===== config.mk =====
export PLATFORM = sky130hd
export DESIGN_NAME = pe_seq_ctrl
export DESIGN_NICKNAME = d
export VERILOG_FILES = /design/src/rtl/pe_pkg.sv /design/src/rtl/pe_stream_port.sv /design/src/rtl/pe_seq_ctrl.sv
export SDC_FILE = /design/constraint.sdc
export NUM_CORES = 1
export LEC_CHECK = 0
export CORE_UTILIZATION = 45
export DETAILED_ROUTE_END_ITERATION = 7
export MAX_ROUTING_LAYER = met4
export PLACE_DENSITY_LB_ADDON = 0.1
export SETUP_SLACK_MARGIN = 0.02
export SLEW_MARGIN = 20
export SYNTH_ARGS = -nofsm -noshare
export SYNTH_HDL_FRONTEND = slang
export SYNTH_HIERARCHICAL = 1
export SYNTH_SLANG_ARGS = --single-unit

===== constraint.sdc =====
create_clock -name clk -period 6.1 [get_ports clk]
set_input_delay 1.83 -clock clk [delete_from_list [all_inputs] [get_ports clk]]
set_output_delay 1.83 -clock clk [all_outputs]
set_load 0.01 [all_outputs]

===== src/rtl/pe_pkg.sv =====
// ============================================================================
// Module      : pe_pkg
// Description : Shared definitions for the PE sequencing controller: config
//               field offsets, derived-count widths, state encodings and
//               small arithmetic helpers. Also provides CONFIG_SIZE and
//               DATA_BITS when the build does not supply them.
// Revision    : 1.0 - initial release
// ============================================================================
`ifndef CONFIG_SIZE
`define CONFIG_SIZE 13
`endif
`ifndef DATA_BITS
`define DATA_BITS 32
`endif

`default_nettype none

package pe_pkg;

  // cfg layout: depthwise[12] rs-1[11:10] mode[9] p-1[8:7] F[6:2] q-1[1:0]
  localparam int CFG_DW_BIT   = 12;
  localparam int CFG_RS_LSB   = 10;
  localparam int CFG_MODE_BIT = 9;
  localparam int CFG_P_LSB    = 7;
  localparam int CFG_F_LSB    = 2;
  localparam int CFG_Q_LSB    = 0;

  // Dimensions are 1..4, word counts reach RS*Q+P*Q = 32, columns up to 32
  localparam int DIM_BITS = 3;
  localparam int CNT_BITS = 6;
  localparam int COL_BITS = 5;
  localparam int PW_WORDS = 4;

  typedef enum logic [2:0] {
    ST_IDLE    = 3'd0,
    ST_CFG     = 3'd1,
    ST_FILT    = 3'd2,
    ST_IFMAP   = 3'd3,
    ST_IPSUM   = 3'd4,
    ST_PWIPSUM = 3'd5,
    ST_OPSUM   = 3'd6,
    ST_DONE    = 3'd7
  } seq_state_e;

  typedef enum logic [1:0] {
    PH_IDLE = 2'd0,
    PH_WAIT = 2'd1,
    PH_HOLD = 2'd2
  } port_phase_e;

  // A stored "minus one" field turned into its real dimension
  function automatic logic [DIM_BITS-1:0] fld_plus1(input logic [1:0] f);
    return {1'b0, f} + 3'd1;
  endfunction

  // Dimension widened to the word-count width
  function automatic logic [CNT_BITS-1:0] widen(input logic [DIM_BITS-1:0] d);
    return {{(CNT_BITS-DIM_BITS){1'b0}}, d};
  endfunction

  // Product of two dimensions as a word count
  function automatic logic [CNT_BITS-1:0] mul_dim(input logic [DIM_BITS-1:0] a,
                                                  input logic [DIM_BITS-1:0] b);
    return widen(a) * widen(b);
  endfunction

endpackage

`default_nettype wire


===== src/rtl/pe_stream_port.sv =====
// ============================================================================
// Module      : pe_stream_port
// Description : One PE input stream. Issues a GLB read, captures the read
//               data the following cycle, then holds data/valid until the PE
//               takes the word. The parent owns pointer and word counting.
// Revision    : 1.0 - initial release
// ============================================================================
`default_nettype none

module pe_stream_port
  import pe_pkg::*;
#(
  parameter int DATA_W = `DATA_BITS
) (
  input  logic              clk,
  input  logic              rst,
  input  logic              en,
  input  logic [DATA_W-1:0] rdata,
  input  logic              ready,
  output logic              rd_req,
  output logic [DATA_W-1:0] data,
  output logic              valid,
  output logic              xfer
);

  port_phase_e       phase_q, phase_d;
  logic [DATA_W-1:0] data_q, data_d;
  logic              valid_q, valid_d;

  // Read request, capture of returned data, and hold until accepted
  always_comb begin
    phase_d = phase_q;
    data_d  = data_q;
    valid_d = valid_q;
    rd_req  = en && (phase_q == PH_IDLE);
    xfer    = valid_q && ready;
    case (phase_q)
      PH_IDLE: if (en) phase_d = PH_WAIT;
      PH_WAIT: begin
        data_d  = rdata;
        valid_d = 1'b1;
        phase_d = PH_HOLD;
      end
      PH_HOLD: if (ready) begin
        valid_d = 1'b0;
        phase_d = PH_IDLE;
      end
      default: phase_d = PH_IDLE;
    endcase
  end

  // Phase and output registers
  always_ff @(posedge clk) begin
    if (rst) begin
      phase_q <= PH_IDLE;
      data_q  <= '0;
      valid_q <= 1'b0;
    end else begin
      phase_q <= phase_d;
      data_q  <= data_d;
      valid_q <= valid_d;
    end
  end

  assign data  = data_q;
  assign valid = valid_q;

endmodule

`default_nettype wire


===== src/rtl/pe_seq_ctrl.sv =====
// ============================================================================
// Module      : pe_seq_ctrl
// Description : Sequences one PE pass: loads the config, streams filter,
//               ifmap and ipsum words from the GLB into the PE and writes the
//               PE results back, column by column.
//               Optional macro PE_SEQ_DW_EN adds the depthwise/pointwise path.
// Revision    : 1.0 - initial release
// ============================================================================
`default_nettype none

module pe_seq_ctrl #(
  parameter int ADDR_BITS = 16,
  parameter int CFG_BITS  = `CONFIG_SIZE
) (
  input  logic                 clk,
  input  logic                 rst,
  input  logic                 start,
  input  logic [CFG_BITS-1:0]  cfg,
  input  logic [ADDR_BITS-1:0] filter_base,
  input  logic [ADDR_BITS-1:0] ifmap_base,
  input  logic [ADDR_BITS-1:0] ipsum_base,
  input  logic [ADDR_BITS-1:0] opsum_base,
  output logic                 busy,
  output logic                 done,
  output logic                 PE_en,
  output logic [CFG_BITS-1:0]  i_config,
  output logic [31:0]          filter,
  output logic [31:0]          ifmap,
  output logic [31:0]          depthwise_ipsum,
  output logic                 filter_valid,
  output logic                 ifmap_valid,
  output logic                 depthwise_ipsum_valid,
  input  logic                 filter_ready,
  input  logic                 ifmap_ready,
  input  logic                 depthwise_ipsum_ready,
`ifdef PE_SEQ_DW_EN
  output logic [31:0]          pointwise_ipsum,
  output logic                 pointwise_ipsum_valid,
  input  logic                 pointwise_ipsum_ready,
`endif
  input  logic [31:0]          opsum,
  input  logic                 opsum_valid,
  output logic                 opsum_ready,
  output logic                 glb_req,
  output logic                 glb_we,
  output logic [ADDR_BITS-1:0] glb_addr,
  output logic [31:0]          glb_wdata,
  input  logic [31:0]          glb_rdata
);

  import pe_pkg::*;

  localparam logic [ADDR_BITS-1:0] ADDR_ONE = ADDR_BITS'(1);

  seq_state_e           state_q, state_d;
  logic [CFG_BITS-1:0]  cfg_q, cfg_d;
  logic [ADDR_BITS-1:0] filt_ptr_q, filt_ptr_d, ifmap_ptr_q, ifmap_ptr_d;
  logic [ADDR_BITS-1:0] ipsum_ptr_q, ipsum_ptr_d, opsum_ptr_q, opsum_ptr_d;
  logic [CNT_BITS-1:0]  cnt_q, cnt_d;
  logic [COL_BITS-1:0]  col_q, col_d;
  logic busy_q, busy_d, done_q, done_d, pe_en_q, pe_en_d, opsum_ready_q, opsum_ready_d;

  logic                dw;
  logic [DIM_BITS-1:0] p_dim, rs_dim, q_dim;
  logic [COL_BITS-1:0] f_fld;
  logic [CNT_BITS-1:0] filt_words, ifmap_words, ipsum_words, word_target;
  logic filt_rd, ifmap_rd, ipsum_rd, pw_rd;
  logic filt_xfer, ifmap_xfer, ipsum_xfer, pw_xfer, op_xfer;
  logic word_xfer, last_word;

  // Derived dimensions come from the latched config only
  assign p_dim  = fld_plus1(cfg_q[CFG_P_LSB +: 2]);
  assign rs_dim = fld_plus1(cfg_q[CFG_RS_LSB +: 2]);
  assign q_dim  = fld_plus1(cfg_q[CFG_Q_LSB +: 2]);
  assign f_fld  = cfg_q[CFG_F_LSB +: COL_BITS];
`ifdef PE_SEQ_DW_EN
  assign dw = cfg_q[CFG_DW_BIT];
`else
  assign dw = 1'b0;
`endif

  assign filt_words  = dw ? (mul_dim(rs_dim, q_dim) + mul_dim(p_dim, q_dim))
                          : mul_dim(p_dim, rs_dim);
  assign ifmap_words = (col_q == '0) ? widen(rs_dim) : CNT_BITS'(1);
  assign ipsum_words = dw ? widen(q_dim) : widen(p_dim);
  assign op_xfer     = opsum_valid && opsum_ready_q;

  pe_stream_port #(.DATA_W(32)) u_filt_port (
    .clk(clk), .rst(rst), .en(state_q == ST_FILT), .rdata(glb_rdata),
    .ready(filter_ready), .rd_req(filt_rd), .data(filter),
    .valid(filter_valid), .xfer(filt_xfer)
  );

  pe_stream_port #(.DATA_W(32)) u_ifmap_port (
    .clk(clk), .rst(rst), .en(state_q == ST_IFMAP), .rdata(glb_rdata),
    .ready(ifmap_ready), .rd_req(ifmap_rd), .data(ifmap),
    .valid(ifmap_valid), .xfer(ifmap_xfer)
  );

  pe_stream_port #(.DATA_W(32)) u_ipsum_port (
    .clk(clk), .rst(rst), .en(state_q == ST_IPSUM), .rdata(glb_rdata),
    .ready(depthwise_ipsum_ready), .rd_req(ipsum_rd), .data(depthwise_ipsum),
    .valid(depthwise_ipsum_valid), .xfer(ipsum_xfer)
  );

`ifdef PE_SEQ_DW_EN
  pe_stream_port #(.DATA_W(32)) u_pw_port (
    .clk(clk), .rst(rst), .en(state_q == ST_PWIPSUM), .rdata(glb_rdata),
    .ready(pointwise_ipsum_ready), .rd_req(pw_rd), .data(pointwise_ipsum),
    .valid(pointwise_ipsum_valid), .xfer(pw_xfer)
  );
`else
  assign pw_rd   = 1'b0;
  assign pw_xfer = 1'b0;
`endif

  // Next state, pointer advance and word/column counting
  always_comb begin
    state_d     = state_q;
    cfg_d       = cfg_q;
    filt_ptr_d  = filt_ptr_q;
    ifmap_ptr_d = ifmap_ptr_q;
    ipsum_ptr_d = ipsum_ptr_q;
    opsum_ptr_d = opsum_ptr_q;
    cnt_d       = cnt_q;
    col_d       = col_q;
    word_xfer   = 1'b0;
    word_target = '0;
    case (state_q)
      ST_FILT:    begin word_xfer = filt_xfer;  word_target = filt_words;  end
      ST_IFMAP:   begin word_xfer = ifmap_xfer; word_target = ifmap_words; end
      ST_IPSUM:   begin word_xfer = ipsum_xfer; word_target = ipsum_words; end
      ST_PWIPSUM: begin word_xfer = pw_xfer;    word_target = CNT_BITS'(PW_WORDS); end
      ST_OPSUM:   begin word_xfer = op_xfer;    word_target = widen(p_dim); end
      default:    ;
    endcase
    last_word = word_xfer && ((cnt_q + CNT_BITS'(1)) == word_target);
    if (word_xfer) cnt_d = last_word ? '0 : cnt_q + CNT_BITS'(1);

    case (state_q)
      ST_IDLE: if (start) begin
        state_d     = ST_CFG;
        cfg_d       = cfg;
        filt_ptr_d  = filter_base;
        ifmap_ptr_d = ifmap_base;
        ipsum_ptr_d = ipsum_base;
        opsum_ptr_d = opsum_base;
        cnt_d       = '0;
        col_d       = '0;
      end
      ST_CFG: state_d = ST_FILT;
      ST_FILT: begin
        if (word_xfer) filt_ptr_d = filt_ptr_q + ADDR_ONE;
        if (last_word) state_d = ST_IFMAP;
      end
      ST_IFMAP: begin
        if (word_xfer) ifmap_ptr_d = ifmap_ptr_q + ADDR_ONE;
        if (last_word) state_d = ST_IPSUM;
      end
      ST_IPSUM: begin
        if (word_xfer) ipsum_ptr_d = ipsum_ptr_q + ADDR_ONE;
        if (last_word) state_d = dw ? ST_PWIPSUM : ST_OPSUM;
      end
      // Pointwise words sit directly after the depthwise ipsum words
      ST_PWIPSUM: begin
        if (word_xfer) ipsum_ptr_d = ipsum_ptr_q + ADDR_ONE;
        if (last_word) state_d = ST_OPSUM;
      end
      ST_OPSUM: begin
        if (word_xfer) opsum_ptr_d = opsum_ptr_q + ADDR_ONE;
        if (last_word) begin
          col_d   = col_q + COL_BITS'(1);
          state_d = (col_q == f_fld) ? ST_DONE : ST_IFMAP;
        end
      end
      ST_DONE: begin
        state_d = ST_IDLE;
        cfg_d   = '0;
      end
      default: state_d = ST_IDLE;
    endcase

    busy_d        = (state_d != ST_IDLE);
    done_d        = (state_d == ST_DONE);
    pe_en_d       = (state_d == ST_CFG);
    opsum_ready_d = (state_d == ST_OPSUM);
  end

  // Controller registers; all outputs register from the next state
  always_ff @(posedge clk) begin
    if (rst) begin
      state_q       <= ST_IDLE;
      cfg_q         <= '0;
      filt_ptr_q    <= '0;
      ifmap_ptr_q   <= '0;
      ipsum_ptr_q   <= '0;
      opsum_ptr_q   <= '0;
      cnt_q         <= '0;
      col_q         <= '0;
      busy_q        <= 1'b0;
      done_q        <= 1'b0;
      pe_en_q       <= 1'b0;
      opsum_ready_q <= 1'b0;
    end else begin
      state_q       <= state_d;
      cfg_q         <= cfg_d;
      filt_ptr_q    <= filt_ptr_d;
      ifmap_ptr_q   <= ifmap_ptr_d;
      ipsum_ptr_q   <= ipsum_ptr_d;
      opsum_ptr_q   <= opsum_ptr_d;
      cnt_q         <= cnt_d;
      col_q         <= col_d;
      busy_q        <= busy_d;
      done_q        <= done_d;
      pe_en_q       <= pe_en_d;
      opsum_ready_q <= opsum_ready_d;
    end
  end

  // GLB port: result writes and the single active stream's read
  always_comb begin
    glb_req   = 1'b0;
    glb_we    = 1'b0;
    glb_addr  = '0;
    glb_wdata = '0;
    if (op_xfer) begin
      glb_req   = 1'b1;
      glb_we    = 1'b1;
      glb_addr  = opsum_ptr_q;
      glb_wdata = opsum;
    end else if (filt_rd) begin
      glb_req  = 1'b1;
      glb_addr = filt_ptr_q;
    end else if (ifmap_rd) begin
      glb_req  = 1'b1;
      glb_addr = ifmap_ptr_q;
    end else if (ipsum_rd || pw_rd) begin
      glb_req  = 1'b1;
      glb_addr = ipsum_ptr_q;
    end
  end

  assign busy        = busy_q;
  assign done        = done_q;
  assign PE_en       = pe_en_q;
  assign i_config    = cfg_q;
  assign opsum_ready = opsum_ready_q;

endmodule

`default_nettype wire

==> metrics list <==
- In the final layout, the share of cells above drive strength 1 is 0.1060.
- Skew-Pair Late Insertion Delay: 0.44 ns
- The analysis attributes to cell leakage a power of 4.903 nW.
- Synthesized net count: 1512
- WL/cell: 16.52 um
* Setup repair after global routing missed its margin: false
- Across the VDD grid, the largest voltage drop is a little under 200 uV.
* Final RePlAce weighted congestion: 0.8841
* Starting density of the core: 0.4621
* Clock Tree Root: clkbuf_16
* Register-to-register setup slack: between 1.5 and 2 ns
* Max Fclk: 173.9 MHz
- Worst Max-Slew Pin Slew: 1.066 ns
- Of all nets on the critical path, the largest fanout is 22.
- Most used flip-flop cell after synthesis: dfxtp_1
* Global-route usage over all layers: 0.2703
* Die Footprint: 24010 sq um
- The routed layout has around 10000 vias.
* Total Negative Setup Slacks: 0 ns
* Maximum single-stage delay on the critical path: 0.60 ns
- Worst min-delay path endpoint: u_ifmap_port/data[26]
* Initial DRC Count: 779
- After clock tree synthesis, the clock-pin slew on the worst setup and hold paths is 0.07 ns.
* Path depth of the worst reg2reg path: 13
* Sink count of the clock tree: 200
* DRT Pass-1 Iters: 5
- In this run the vertical extent of the chip is 154.9 um.
- DRT antenna net count: 0
- Area growth from synthesis to layout: 34.59%
- Num CTS Buffers: 17
- I/O pin count: around 310
* Core area: 22780 sq um
- After clock tree synthesis, the repair step resized 0 gates.
* Result of the run: finished clean
- The floorplan has 55 rows.
- Kind of start point of the critical path: input port
- The number of pins exceeding their max-slew limit in the final report was 0.
- The final layout contains 1756 nets.
- TritonCTS built the clock tree.
- Class of the worst hold path: flop to flop
* Kind of end point of the critical path: output port
- Number of global-route vias before repair: 9541
- Async set-or-reset flop fraction in the synthesized netlist: 0
* Post-Syn Area: 10530 sq um
* Count of flip-flops with a built-in enable after synthesis: 0
* Power density normalized to cell area: 211.6 nW/um^2
- For the worst setup path, the data arrival time is 3.92 ns.
- Cell chain of the critical path: clkdlybuf4s50_1, nand2_1, inv_1, nand2_1, o21ai_0, clkdlybuf4s50_1
- Maximum Capacitance Violations: 0
- In this run the tool buffered the top-level ports with ~310 buffer cells.
- Entering global routing, the biggest net connects 112 pins.
- The count of final hold-check violations was 0.
- Crit path max-delay cell type: inv_1
* Placement Cell Area: between 10000 and 15000 sq um
- Hold repair after CTS inserted 0 buffers.
* Total global routing overflow: 0
- Data on the critical path is required at its endpoint by between 4 and 5 ns.
* Number of warnings printed during yosys synthesis: 6
- The share of the Yosys chip area taken by registers is 0.3804.
* Post-synthesis average cell area: 7.809 sq um
- R2r endpoint: col_q[4]
* Hold Crit Depth: 2
- Synthesis inferred 200 register bits.
- In the synthesized netlist, the number of instances is 1348.
* Portion of the clock cycle consumed by the worst path in the final layout: 0.9429
- Worst clock skew: 0.01405 ns
* Post-detailed-placement half-perimeter wirelength: about 22000 um
- Antenna violations before repair: 1
- Setup violations remaining at the end of the flow were counted as 0.
* Clock Path Buffers: 2
* Start-to-end type of the worst setup path: input port to output port
* Count of cell types in the netlist: 66
- Die Span X: between 150 and 200 um
* Post-CTS setup-driven buffer insertion count: 0
* Launch point of the worst reg-to-reg path: i_config[10]
- The H-tree was split into 4 levels.
- Final design area excluding fillers: 14170 sq um
- The first global-routing pass estimated 50850 um of wire.
- In the routed layout, each cell is associated on average with a via count of between 5 and 6.
- Headroom to the max-slew limit came out at 0.2880.
- Startpoint of the worst hold path: u_ifmap_port/data[26]
- In the routed design, unresolved DRC markers number 0.
* Final Critical Period: 5.752 ns
- For this block, the routed nets add up to 31700 um of wire.
==> layout make-up <==
type	instances	area [sq um]
Sequential cell	200	4004
Inverter	14	57.56
Clock buffer	17	425.4
Timing Repair Buffer	323	3222
Multi-Input combinational cell	1036	5879
Antenna cell	2	5.005
Clock inverter	14	182.7
Fill cell	2098	8611
Tap cell	313	391.6
==> state kept, by name, summed over array words and instances, names as in the netlist, 2 cells and up <==
| name | count |
|---|---|
| u_ipsum_port/data | 32 |
| u_filt_port/data | 32 |
| col_q | 5 |
| u_ifmap_port/data | 32 |
| cnt_q | 6 |
| i_config | 13 |
| u_filt_port/phase_q | 2 |
| u_ipsum_port/phase_q | 2 |
| ifmap_ptr_q | 16 |
| filt_ptr_q | 16 |
| state_q | 3 |
| u_ifmap_port/phase_q | 2 |
| ipsum_ptr_q | 16 |
| opsum_ptr_q | 16 |
==> layer usage <==
metal | global-route usage | routed length (um) | up-vias
li1 | - | - | 5165
met3 | 0.04150 | 1886 | 48
met2 | 0.4178 | 14560 | 351
met4 | 0.08345 | 653 | 0
met1 | 0.3625 | 14610 | 4807
met5 | - | 0 | -
==> how the worst max path moves through the flow <==
stage / end / startpoint / depth (start not counted)
3_3_place_gp: glb_addr[13] / opsum_valid / 6
2_1_floorplan: glb_addr[10] / state_q[2] / 11
3_5_place_dp: glb_addr[1] / opsum_valid / 6
5_1_grt: glb_addr[1] / opsum_valid / 6
4_1_cts: glb_addr[1] / opsum_valid / 6
6_report: glb_addr[1] / opsum_valid / 6
==> where the power goes <==
group / switching [mW] / internal [mW] / total, mW
Sequential: 0.0705 / 1.36 / 1.43
Combinational: 0.213 / 0.209 / 0.422
Clock: 0.592 / 0.556 / 1.15
==> critical path, delay by kind of cell <==
kind	cells	cell delay, ns
AOI/OAI and AO/OA	1	0.11
buffers and inverters	3	1.65
and+or+nand+nor	2	0.31
==> cell usage in the layout (no fill, tap or decap), types with 11 or more instances in the layout <==
master,instances
nand3_1,35
and2_1,11
mux2i_1,28
ha_1,14
nand2_1,283
nand4_1,18
dfxtp_1,200
clkbuf_16,17
nor2_1,114
clkdlybuf4s50_1,312
a211oi_1,28
and3_1,43
a21oi_2,75
o21ai_0,63
nor3_1,28
inv_1,12
nand2_2,31
a21oi_1,132
nor2b_1,11
==> cell usage after synthesis (all sizes together), types with 3 or more instances <==
library cell,number,area share
a211oi,28,0.020
a21o,4,0.0029
a21oi,207,0.13
a221oi,7,0.0058
a22oi,6,0.0043
a311oi,9,0.0075
a31oi,3,0.0018
a32o,4,0.0038
and2,12,0.0071
and3,43,0.026
buf,31,0.033
clkbuf,67,0.024
dfxtp,200,0.38
ha,14,0.017
inv,13,0.0046
mux2i,28,0.027
nand2,314,0.12
nand2b,7,0.0042
nand3,35,0.017
nand3b,3,0.0025
nand4,18,0.011
nor2,114,0.041
nor2b,14,0.010
nor3,28,0.013
nor3b,9,0.0064
o21ai,63,0.030
o22ai,9,0.0053
or2b,3,0.0032
or3,4,0.0024
or4,3,0.0021
xnor2,9,0.0075
xor2,8,0.0067
==> kinds of logic (layout without fill, tap and decap cells) <==
group,Yosys count,count (layout),share of synthesized area
AND/OR/NAND/NOR,617,617,0.2747
multiplexers,28,28,0.02663
flip-flops,200,200,0.3804
XOR/XNOR,17,17,0.01415
other,0,2,0
adder cells (fa/ha/maj),16,16,0.02044
buffers and inverters,112,368,0.06264
AO/OA/AOI/OAI,358,358,0.2211
==> stage by stage <==
step                cells  worst slack, ns  utilization  hold WS (ns)  power, mW
finish               1919           0.3483       0.6220        0.4562      2.998
global route         1918           0.2189       0.6219        0.4768      3.126
CTS                  1917           0.3563       0.6218        0.4590      3.016
detailed placement   1886           0.3632       0.5951        0.4466      1.876
global placement     1886           0.4410       0.5948        0.4408      1.871
floorplan            1348            1.405            -        0.4505      1.667
(Power assumes the default switching activity.)
